$ cat src/rtl/ibex_rf_wb_arbiter.sv
// Merges EX and LSU writebacks onto the single register-file write port.
// EX results that lose to the LSU are queued in order; pending writes are reported as read hazards.
module ibex_rf_wb_arbiter #(
    parameter bit          RV32E     = 1'b0,
    parameter int unsigned DataWidth = 32,
    parameter int unsigned FifoDepth = 2
) (
    input  logic                 clk_i,
    input  logic                 rst_ni,
    input  logic                 ex_valid_i,
    output logic                 ex_ready_o,
    input  logic [4:0]           ex_waddr_i,
    input  logic [DataWidth-1:0] ex_wdata_i,
    input  logic                 lsu_valid_i,
    input  logic [4:0]           lsu_waddr_i,
    input  logic [DataWidth-1:0] lsu_wdata_i,
    input  logic                 flush_i,
    input  logic [4:0]           raddr_a_i,
    input  logic [4:0]           raddr_b_i,
    output logic                 hazard_a_o,
    output logic                 hazard_b_o,
    output logic [4:0]           rf_waddr_o,
    output logic [DataWidth-1:0] rf_wdata_o,
    output logic                 rf_we_o,
    output logic [2:0]           fifo_count_o,
    output logic                 err_o
);

    localparam int unsigned PtrW   = (FifoDepth > 2) ? 2 : 1;
    localparam logic [2:0]  DepthC = 3'(FifoDepth);
    localparam logic [PtrW-1:0] LastPtr = PtrW'(FifoDepth - 1);

    logic [PtrW-1:0]      rd_ptr_reg, wr_ptr_reg;
    logic [2:0]           count_reg, count_next;
    logic [FifoDepth-1:0] entry_valid_reg;
    logic [4:0]           fifo_addr_mem [FifoDepth];
    logic [DataWidth-1:0] fifo_data_mem [FifoDepth];

    logic                 rf_we_reg, err_reg;
    logic [4:0]           rf_waddr_reg;
    logic [DataWidth-1:0] rf_wdata_reg;

    logic                 lsu_illegal, ex_illegal, ex_accept;
    logic                 lsu_write, ex_write, fifo_empty, head_avail;
    logic                 pop, push, ex_wins, err_next;
    logic                 win_valid;
    logic [4:0]           win_addr;
    logic [DataWidth-1:0] win_data;
    logic [FifoDepth-1:0] match_a, match_b;

    function automatic logic [PtrW-1:0] ptr_inc(input logic [PtrW-1:0] p);
        if (p == LastPtr) begin
            return '0;
        end
        return p + PtrW'(1);
    endfunction

    assign fifo_empty  = (count_reg == 3'd0);
    assign ex_ready_o  = (count_reg < DepthC);
    assign ex_accept   = ex_valid_i && ex_ready_o;

    assign lsu_illegal = RV32E && lsu_waddr_i[4];
    assign ex_illegal  = RV32E && ex_waddr_i[4];

    // x0 and illegal targets are consumed without producing a write
    assign lsu_write   = lsu_valid_i && (lsu_waddr_i != 5'd0) && !lsu_illegal;
    assign ex_write    = ex_accept && (ex_waddr_i != 5'd0) && !ex_illegal && !flush_i;

    // A flush cancels the queued head but never the LSU write of the same cycle
    assign head_avail  = !fifo_empty && !flush_i;
    assign pop         = head_avail && !lsu_write;
    assign ex_wins     = ex_write && fifo_empty && !lsu_write;
    assign push        = ex_write && !ex_wins;
    assign count_next  = count_reg + {2'b00, push} - {2'b00, pop};
    assign err_next    = (lsu_valid_i && lsu_illegal) || (ex_accept && ex_illegal);

    always_comb begin
        win_valid = 1'b0;
        win_addr  = lsu_waddr_i;
        win_data  = lsu_wdata_i;
        if (lsu_write) begin
            win_valid = 1'b1;
        end else if (head_avail) begin
            win_valid = 1'b1;
            win_addr  = fifo_addr_mem[rd_ptr_reg];
            win_data  = fifo_data_mem[rd_ptr_reg];
        end else if (ex_wins) begin
            win_valid = 1'b1;
            win_addr  = ex_waddr_i;
            win_data  = ex_wdata_i;
        end
    end

    always_ff @(posedge clk_i or negedge rst_ni) begin
        if (!rst_ni) begin
            rd_ptr_reg      <= '0;
            wr_ptr_reg      <= '0;
            count_reg       <= 3'd0;
            entry_valid_reg <= '0;
            rf_we_reg       <= 1'b0;
            rf_waddr_reg    <= 5'd0;
            rf_wdata_reg    <= '0;
            err_reg         <= 1'b0;
        end else begin
            if (flush_i) begin
                rd_ptr_reg      <= '0;
                wr_ptr_reg      <= '0;
                count_reg       <= 3'd0;
                entry_valid_reg <= '0;
            end else begin
                if (pop) begin
                    rd_ptr_reg                  <= ptr_inc(rd_ptr_reg);
                    entry_valid_reg[rd_ptr_reg] <= 1'b0;
                end
                if (push) begin
                    wr_ptr_reg                  <= ptr_inc(wr_ptr_reg);
                    entry_valid_reg[wr_ptr_reg] <= 1'b1;
                end
                count_reg <= count_next;
            end
            rf_we_reg <= win_valid;
            if (win_valid) begin
                rf_waddr_reg <= win_addr;
                rf_wdata_reg <= win_data;
            end
            err_reg <= err_next;
        end
    end

    // Payload storage needs no reset; entry_valid_reg qualifies every read
    always_ff @(posedge clk_i) begin
        if (push) begin
            fifo_addr_mem[wr_ptr_reg] <= ex_waddr_i;
            fifo_data_mem[wr_ptr_reg] <= ex_wdata_i;
        end
    end

    generate
        for (genvar gi = 0; gi < FifoDepth; gi++) begin : g_match
            assign match_a[gi] = entry_valid_reg[gi] && (fifo_addr_mem[gi] == raddr_a_i);
            assign match_b[gi] = entry_valid_reg[gi] && (fifo_addr_mem[gi] == raddr_b_i);
        end
    endgenerate

    assign hazard_a_o = (raddr_a_i != 5'd0) &&
                        ((|match_a) || (rf_we_reg && (rf_waddr_reg == raddr_a_i)));
    assign hazard_b_o = (raddr_b_i != 5'd0) &&
                        ((|match_b) || (rf_we_reg && (rf_waddr_reg == raddr_b_i)));

    assign rf_we_o      = rf_we_reg;
    assign rf_waddr_o   = rf_waddr_reg;
    assign rf_wdata_o   = rf_wdata_reg;
    assign fifo_count_o = count_reg;
    assign err_o        = err_reg;

endmodule

$ cat config.mk
export PLATFORM = sky130hd
export DESIGN_NAME = ibex_rf_wb_arbiter
export DESIGN_NICKNAME = d
export VERILOG_FILES = /design/src/rtl/ibex_rf_wb_arbiter.sv
export SDC_FILE = /design/constraint.sdc
export NUM_CORES = 1
export LEC_CHECK = 0
export BUFFER_PORTS_ARGS = -buffer_cell sky130_fd_sc_hd__buf_2
export CAP_MARGIN = 15
export CORE_MARGIN = 3
export CORE_UTILIZATION = 58
export DETAILED_ROUTE_END_ITERATION = 7
export GPL_ROUTABILITY_DRIVEN = 0
export PLACE_DENSITY = 0.86
export SYNTH_ARGS = -nofsm -noshare
export SYNTH_HDL_FRONTEND = slang
export SYNTH_SLANG_ARGS = --single-unit
$ cat constraint.sdc
create_clock -name clk_i -period 7.5 [get_ports clk_i]
set_clock_uncertainty 0.15 [all_clocks]
set_input_delay 0.75 -clock clk_i [delete_from_list [all_inputs] [get_ports clk_i]]
set_output_delay 0.75 -clock clk_i [all_outputs]
set_load 0.005 [all_outputs]
==> summary.md <==
| Metric | Value |
|---|---|
| Clock Path Buffers | `2` |
| Worst Path Required | `7.54 ns` |
| Crit Path Category | `flop to flop` |
| DRT Pass-1 Iters | `5` |
| Top cells by area, synth | `edfxtp_1, dfrtp_1, mux2i_1` |
| Per-cell routed wire length | `18.4 um` |
| HP Class | `input pin to asynchronous set/reset pin` |
| I/O Pins | `134` |
| RSZ-0062 raised after global routing | `false` |
| Worst-margin pin slew | `1.17 ns` |
| Post-Synthesis Mean Instance Area | `13.1 um2` |
| Initial core utilization | `0.597` |
| EDFF count, synth | `74` |
| Critical Path Sink Type | `flop` |
| DRC | `0` |
| Worst rel slew slack | `0.217` |
| Buffer count from post-CTS setup fixing | `0` |
| Nets | `644` |
| Initial antenna violation count | `0` |
| Largest net degree at the start of global routing | `79` |
| Num CTS Buffers | `17` |
| VDD IR max | `0.257 mV` |
| Arrival @ worst endpoint | `3.61 ns` |
| Synthesized area | `5540 um2` |
| Register area | `3350 um2` |
| Most flops, register | `fifo_data_mem` |
| CTS tree | `yes` |
| Max cap viols | `0` |
| Cts hold-fix bufs | `0` |
| Setup-failing EPs final | `0` |
| Number of H-tree levels | `4` |
| Total clock sinks | `119` |
| Critical-path cell list | `inv_1 > ha_1 > nand2_1 > a211oi_1 > a21boi_0 > nand2b_1 > inv_1 > buf_4` |
| Seq/Total Area, Yosys | `0.604` |
| Core area | `9280 um2` |
| Fillers | `630` |
| Max FO, Critical Path | `22` |
| GR Util All Layers | `0.248` |
| Reg2Reg Depth | `8` |
| Sum Neg Setup Slack | `0 ns` |
| Drt total wl | `12700 um` |
| GRT overflow | `0` |
| Die ar. | `10800 um2` |
| Largest register FFs | `64` |
| Final Hold Viols | `0` |
| Yosys cell types | `37` |
| Fin util | `0.736` |
| Pwr/cell area | `329 nW/um2` |
| Flops & latches, synth | `119` |
| Post-route ant nets | `0` |
| Top-area cell type share of the netlist area | `0.401` |
| Row cnt | `35` |
| Post-CTS sizing | `0` |
| First DRT Iteration DRCs | `220` |
| Layout cell share with drive strength beyond 1 | `0.303` |
| Slew Limit Fails | `0` |
| Crit-path max cell delay | `0.69 ns` |
| Drt via density | `5.68` |
| ANT cells | `0` |
| Worst skew pair latency | `0.50 ns` |
| Die H | `104 um` |
| Commonest register cell after synthesis | `edfxtp_1` |
| Area leader, netlist | `edfxtp_1` |
| Syn Inst Count | `422` |
| Startpoint Class | `flop` |
| Fraction of registers with async set/reset | `0.378` |
| DR vias | `3936` |
| Max frequency | `0.280 GHz` |
| CP max stage cell | `inv_1` |
| CTS clock-pin slew for the worst setup and hold paths | `0.06 ns` |
| Commonest non-fill, non-tap cell in the layout | `buf_2` |
| Root Buffer | `clkbuf_8` |
| Final Cycle Share | `0.476` |
| Net count after synthesis | `515` |
| Most used cell, CP | `inv_1` |
| Area growth syn-to-layout | `23.3%` |
| Vias in the first global route | `4342` |
| Die X-Extent | `104 um` |
| Post-DP HPWL | `8210 um` |
| First-pass GRT wire length | `21100 um` |
| P_leak | `2.87 nW` |
| PortBufs | `132` |
| Most frequent cells in the layout | `buf_2, mux2i_1, edfxtp_1` |
| Synth Warn # | `0` |
| Crit path time final | `3.57 ns` |
| Status | `completed` |
| Multi-input logic area | `1890 um2` |
==> synthesized netlist by cell type, types with 2 or more instances <==
cell type	number
a21oi_1	5
a31oi_1	2
and3_1	2
buf_2	9
buf_4	5
buf_6	3
clkbuf_1	8
dfrtp_1	45
edfxtp_1	74
ha_1	3
inv_1	45
mux2i_1	74
nand2_1	2
nand2b_1	2
nand3_1	40
nor2_1	8
nor3_1	2
nor4_1	6
o21ai_0	3
o221ai_1	37
or4_1	2
xnor2_1	7
xor2_1	24
==> cells by family (layout without fill, tap and decap cells) <==
family                     Yosys count  in the layout  synth area share
muxes                               74             74             0.134
AOI/OAI and AO/OA                   53             53            0.0776
DFF                                119            119             0.604
buffers and inverters               71            213            0.0575
xor gates and xnor gates            31             31            0.0490
other                                1              1          0.000676
adders and majority gates            4              4            0.0104
and+or+nand+nor                     69             69            0.0673
==> cell type report <==
type | instances | share of cell area
Tap cell | 129 | 0.0236
Clock inverter | 11 | 0.0192
Inverter | 45 | 0.0247
Clock buffer | 21 | 0.0643
Multi-Input combinational cell | 232 | 0.277
Sequential cell | 119 | 0.490
Timing Repair Buffer | 136 | 0.101
==> per-layer routing <==
layer	global-route usage	share of wire
met5	0	0
met4	0.0883	0.012
met3	0.0723	0.070
met2	0.432	0.52
met1	0.293	0.39
==> where the power goes <==
part           total [mW]  switching (mW)  internal [mW]
logic               0.536           0.286          0.249
registers           0.934           0.108          0.826
clock network       0.778           0.269          0.509
==> worst max-delay path, delay by kind of cell, from the launching register on <==
kind,cells,cell delay (ns)
compound gates,2,1.00
flops,1,0.43
simple gates,2,0.29
fa+ha+maj,1,0.21
buf+inv,3,1.15
==> through the flow <==
stage / cells / setup slack (ns) / total power, mW / hold WS (ns) / area [um2]
4_1_cts: 693 / 3.94 / 2.26 / 0.193 / 6830
3_3_place_gp: 661 / 3.58 / 1.45 / 0.355 / 6260
2_1_floorplan: 422 / 4.30 / 1.27 / 0.304 / 5540
6_report: 693 / 3.93 / 2.25 / 0.170 / 6830
5_1_grt: 693 / 3.62 / 2.37 / 0.221 / 6830
3_5_place_dp: 661 / 3.44 / 1.47 / 0.360 / 6260
==> final timing paths <==
| path | slack [ns] | start | end |
|---|---|---|---|
| hold / removal | 0.17 | rst_ni | rf_waddr_o[3] |
| setup / recovery | 3.93 | fifo_count_o[1] | fifo_data_mem[0][28] |
| max in group asynchronous | 6.57 | rst_ni | rd_ptr_reg |
| setup reg to reg | 3.93 | fifo_count_o[1] | fifo_data_mem[0][28] |
| hold reg to reg | 0.37 | rf_wdata_o[27] | rf_wdata_o[27] |
| min in group clk_i | 0.30 | ex_wdata_i[10] | fifo_data_mem[0][10] |
No activity file was read; power rests on OpenSTA's default activity.
